### src/rtl/timer_pkg.sv
// Shared types and constants for the seconds timer.
// Used by the BCD digit chain and its prescaler.
package timer_pkg;

  typedef logic [3:0] bcd_digit_t;

  localparam bcd_digit_t BCD_MAX = 4'd9;

  localparam int unsigned DEFAULT_CLK_FREQ =
    100000000;

endpackage

### src/rtl/bcd_digit_counter.sv
// One BCD digit, 0..9, advanced by inc.
// carry_out flags the 9 -> 0 wrap for chaining.
module bcd_digit_counter
  import timer_pkg::*;
(
  input  logic       clk,
  input  logic       rst_n,
  input  logic       inc,
  output logic       carry_out,
  output logic [3:0] value
);

  bcd_digit_t digit;

  // Digit register; wraps 9 -> 0 so A..F are unreachable.
  always_ff @(posedge clk or negedge rst_n) begin
    if (!rst_n) begin
      digit <= '0;
    end else if (inc) begin
      if (digit == BCD_MAX) begin
        digit <= '0;
      end else begin
        digit <= digit + 4'd1;
      end
    end
  end

  // Carry when this increment wraps the digit.
  always_comb begin
    carry_out = 1'b0;
    if (inc && (digit == BCD_MAX)) begin
      carry_out = 1'b1;
    end
  end

  assign value = digit;

endmodule

### src/rtl/bcd_seconds_counter.sv
// Elapsed-seconds counter 00..99 in packed BCD.
// SECONDS_TICK_OUT_EN exposes the 1 s tick port.
module bcd_seconds_counter
  import timer_pkg::*;
#(
  parameter int unsigned CLK_FREQ =
    DEFAULT_CLK_FREQ
) (
  input  logic       clk,
  input  logic       init_regs,
  input  logic       count_enabled,
  output logic [7:0] time_reading
`ifdef SECONDS_TICK_OUT_EN
  ,
  output logic       one_sec_tick
`endif
);

  localparam int unsigned PW =
    $clog2(CLK_FREQ);

  localparam logic [PW-1:0] PRE_MAX =
    PW'(CLK_FREQ - 1);

  logic [PW-1:0] prescaler;
  logic          tick;
  logic          ones_carry;
  logic          tens_carry_unused;
  logic [3:0]    ones;
  logic [3:0]    tens;

  // Tick marks the enabled cycle at the last prescaler count.
  always_comb begin
    tick = 1'b0;
    if (count_enabled && (prescaler == PRE_MAX)) begin
      tick = 1'b1;
    end
  end

  // Prescaler holds while disabled so no partial second is lost.
  always_ff @(posedge clk or negedge init_regs) begin
    if (!init_regs) begin
      prescaler <= '0;
    end else if (count_enabled) begin
      if (tick) begin
        prescaler <= '0;
      end else begin
        prescaler <= prescaler + 1'b1;
      end
    end
  end

  bcd_digit_counter u_ones (
    .clk       (clk),
    .rst_n     (init_regs),
    .inc       (tick),
    .carry_out (ones_carry),
    .value     (ones)
  );

  bcd_digit_counter u_tens (
    .clk       (clk),
    .rst_n     (init_regs),
    .inc       (ones_carry),
    .carry_out (tens_carry_unused),
    .value     (tens)
  );

  assign time_reading = {tens, ones};

`ifdef SECONDS_TICK_OUT_EN
  assign one_sec_tick = tick;
`endif

endmodule

### config.mk
export PLATFORM = sky130hd
export DESIGN_NAME = bcd_seconds_counter
export DESIGN_NICKNAME = d
export VERILOG_FILES = /design/src/rtl/timer_pkg.sv /design/src/rtl/bcd_digit_counter.sv /design/src/rtl/bcd_seconds_counter.sv
export SDC_FILE = /design/constraint.sdc
export NUM_CORES = 1
export LEC_CHECK = 0
export ABC_AREA = 1
export CORE_UTILIZATION = 35
export DETAILED_ROUTE_END_ITERATION = 16
export GPL_ROUTABILITY_DRIVEN = 0
export REMOVE_ABC_BUFFERS = 1
export SLEW_MARGIN = 20
export SYNTH_ARGS = -nofsm -noshare
export SYNTH_HDL_FRONTEND = slang
export SYNTH_SLANG_ARGS = --single-unit
### constraint.sdc
create_clock -name clk -period 4 [get_ports clk]
set_input_delay 0.4 -clock clk [delete_from_list [all_inputs] [get_ports clk]]
set_output_delay 0.4 -clock clk [all_outputs]
set_load 0.05 [all_outputs]
==> flow_metrics.tcl <==
set metrics [dict create \
    status "completed" \
    synth-seq-cells 35 \
    ys_types 27 \
    cp.arrival_ps 2190 \
    coreArea_um2 5960 \
    fmax_mhz 498 \
    p_leak_nw 1.22 \
    portBuffers 10 \
    synth_top_area_share_pct 40.5 \
    drv_cap 0 \
    fill_cells 657 \
    grt_first_pass_wirelength_um 8600 \
    grt-ovfl-total 0 \
    syn_avg_cell_area_um2 6.92 \
    drv_slew 0 \
    required_ps 4180 \
    crit_path_end_kind "flop" \
    wl_per_cell_um 11.7 \
    num_vias 1909 \
    dieHeight_um 80.6 \
    min_period_over_period_pct 50.2 \
    criticalPathCategory "in -> reg" \
    holdBufCountCts 0 \
    clk_pin_slew_ps 70 \
    clock_latency_ps 290 \
    period_minus_slack_ps 2010 \
    synth_mux_area_share_pct 0 \
    hold_viol_final 0 \
    via_per_inst 4.74 \
    power.switching_mw 0.198 \
    cts_root_buffer "clkbuf_8" \
    cp_max_fo 13 \
    grt_max_degree 36 \
    pre_cts_ws_ps 1680 \
    hold_path_class "in -> async" \
    peakVddDrop_mv 0.130 \
    setup_viol 0 \
    num_io_pins 11 \
    syn_to_final_growth_pct 11.7 \
    most-common-layout-cells "86 x nand2_1, 52 x nor2_1, 45 x inv_1" \
    synth-simple-area-share_pct 41.4 \
    grt_util_all_layers_pct 17.4 \
    rsz0062_at_grt "false" \
    synth_top_family_by_area "simple AND/OR/NAND/NOR gates" \
    drtIter0Drc 121 \
    finalSetupTns_ps 0 \
    pwr-share-clk_pct 35.3 \
    die_x_um 80.6 \
    cts_max_level 2 \
    cts_tree "yes" \
    relSlewSlack_pct 46.1 \
    grt_pass1_vias 1860 \
    max_slew.worst_pin.slew_ps 808 \
    layout_commonest_cell "nand2_1" \
    final_util_pct 40.6 \
    synth-adder-area-share_pct 0.578 \
    post_dp_cell_area_um2 2330 \
    initial_core_util_pct 36.3 \
    synth-xor-area-share_pct 2.43 \
    std_cell_rows 28 \
    combPwrFrac_pct 9.0 \
    die-area_um2 6500 \
    netlist_instances 313 \
    antenna_cells 0 \
    crit_path_start_kind "input pin" \
    final_antenna_net_count 0 \
    synth_area_leader_cell "dfrtp_1" \
    cts_buffers 5 \
    drive_gt1_share_pct 9.45 \
    netlist_area_um2 2160 \
    postCtsResizedCells 0 \
    netlist_top_cells_area "dfrtp_1 40%, nand2_1 15%, nor2_1 9.0%, inv_1 7.8%, nand3_1 5.5%" \
    yosysSeqAreaShare_pct 40.5 \
    postCtsSetupBuffers 0 \
    final_area_um2 2420 \
    yosys_warnings 0 \
    seq_power_share_pct 55.8 \
    layout_setup_ws_ps 1990 \
    first_pass_iters 4 \
    synth-compound-area-share_pct 6.13 \
    routed_wl_um 4710 \
    dpl.hpwl_um 3530 \
    drc 0 \
    antenna_found_initial 0 \
    clock_path_buffers 2 \
    cts.sinks 35 \
    p_per_area_nw_per_um2 307 \
    skew_ps 4.72 \
    nets 332 \
    switching_share_pct 26.7 \
    p_int_mw 0.544 \
]
[critical path, stage by stage]
cell and delay [ps]:
clkdlybuf4s50_1 780, nand2_1 160, nor2_1 230, nand2_1 140, nor2_1 220, inv_1 80, o21ai_1 120, a21oi_1 50
[layer usage]
metal,up-vias,wire length (um),track usage (%)
li1,1006,-,-
met1,868,2330,22.7
met2,25,2100,27.9
met3,10,159,3.41
met4,0,119,7.32
met5,-,0,0
[power by group through the flow]
stage | clock network [mW] | registers (mW) | logic (mW)
final | 0.261 | 0.414 | 0.0667
after global routing | 0.287 | 0.420 | 0.0793
after CTS | 0.276 | 0.414 | 0.0688
after detailed placement | 0 | 0.420 | 0.0689
after global placement | 0 | 0.418 | 0.0663
after floorplan | 0 | 0.412 | 0.0486
[state kept, by name (all words and copies together) (netlist names)]
signal        count
prescaler        27
u_ones.value      4
u_tens.value      4
[layout make-up]
cell class / count / area [um^2] / share of cell area, %
clock buffers: 6 / 82.6 / 3.41
multi-input cells: 230 / 1090 / 45.2
flip-flops and latches: 35 / 876 / 36.2
well taps: 75 / 93.8 / 3.88
inverters: 46 / 173 / 7.14
repair buffers: 10 / 95.1 / 3.93
clock inverters: 1 / 5.00 / 0.207
[worst paths after layout]
kind                            slack [ps]                        end                      from  depth (start not counted)
worst max-delay path                  1990  prescaler[12]$_DFFE_PN0P_             count_enabled                          8
worst min-delay path                   200   prescaler[4]$_DFFE_PN0P_                 init_regs                          1
worst max register to register        2390  prescaler[12]$_DFFE_PN0P_  prescaler[1]$_DFFE_PN0P_                          8
worst min register to register         470   prescaler[5]$_DFFE_PN0P_  prescaler[5]$_DFFE_PN0P_                          1
max in group asynchronous             3290  prescaler[20]$_DFFE_PN0P_                 init_regs                          1
min in group clk                       470   prescaler[5]$_DFFE_PN0P_  prescaler[5]$_DFFE_PN0P_                          1
[cells in the mapped netlist (all sizes together)]
master / count
nand2: 91
nor2: 63
inv: 46
dfrtp: 35
nand3: 25
a21oi: 10
nand4: 10
o21ai: 9
nor3: 8
xor2: 5
buf: 2
o21bai: 2
or2: 2
a21o: 1
ha: 1
nand3b: 1
o211ai: 1
xnor2: 1
[through the flow]
| stage | total power, mW | std cells | hold WS, ps |
|---|---|---|---|
| after floorplan | 0.461 | 311 | 104 |
| after global placement | 0.484 | 396 | 453 |
| after detailed placement | 0.489 | 396 | 460 |
| after CTS | 0.759 | 403 | 232 |
| after global routing | 0.786 | 403 | 271 |
| final | 0.742 | 403 | 201 |
[cells by family (layout without fill, tap and decap cells)]
kind of cell / after synthesis / after routing
AOI/OAI and AO/OA: 23 / 23
buffers and inverters: 48 / 63
adders and majority gates: 1 / 1
and+or+nand+nor: 200 / 200
DFF: 35 / 35
xor gates and xnor gates: 6 / 6
Power figures use the tool's default switching activity.
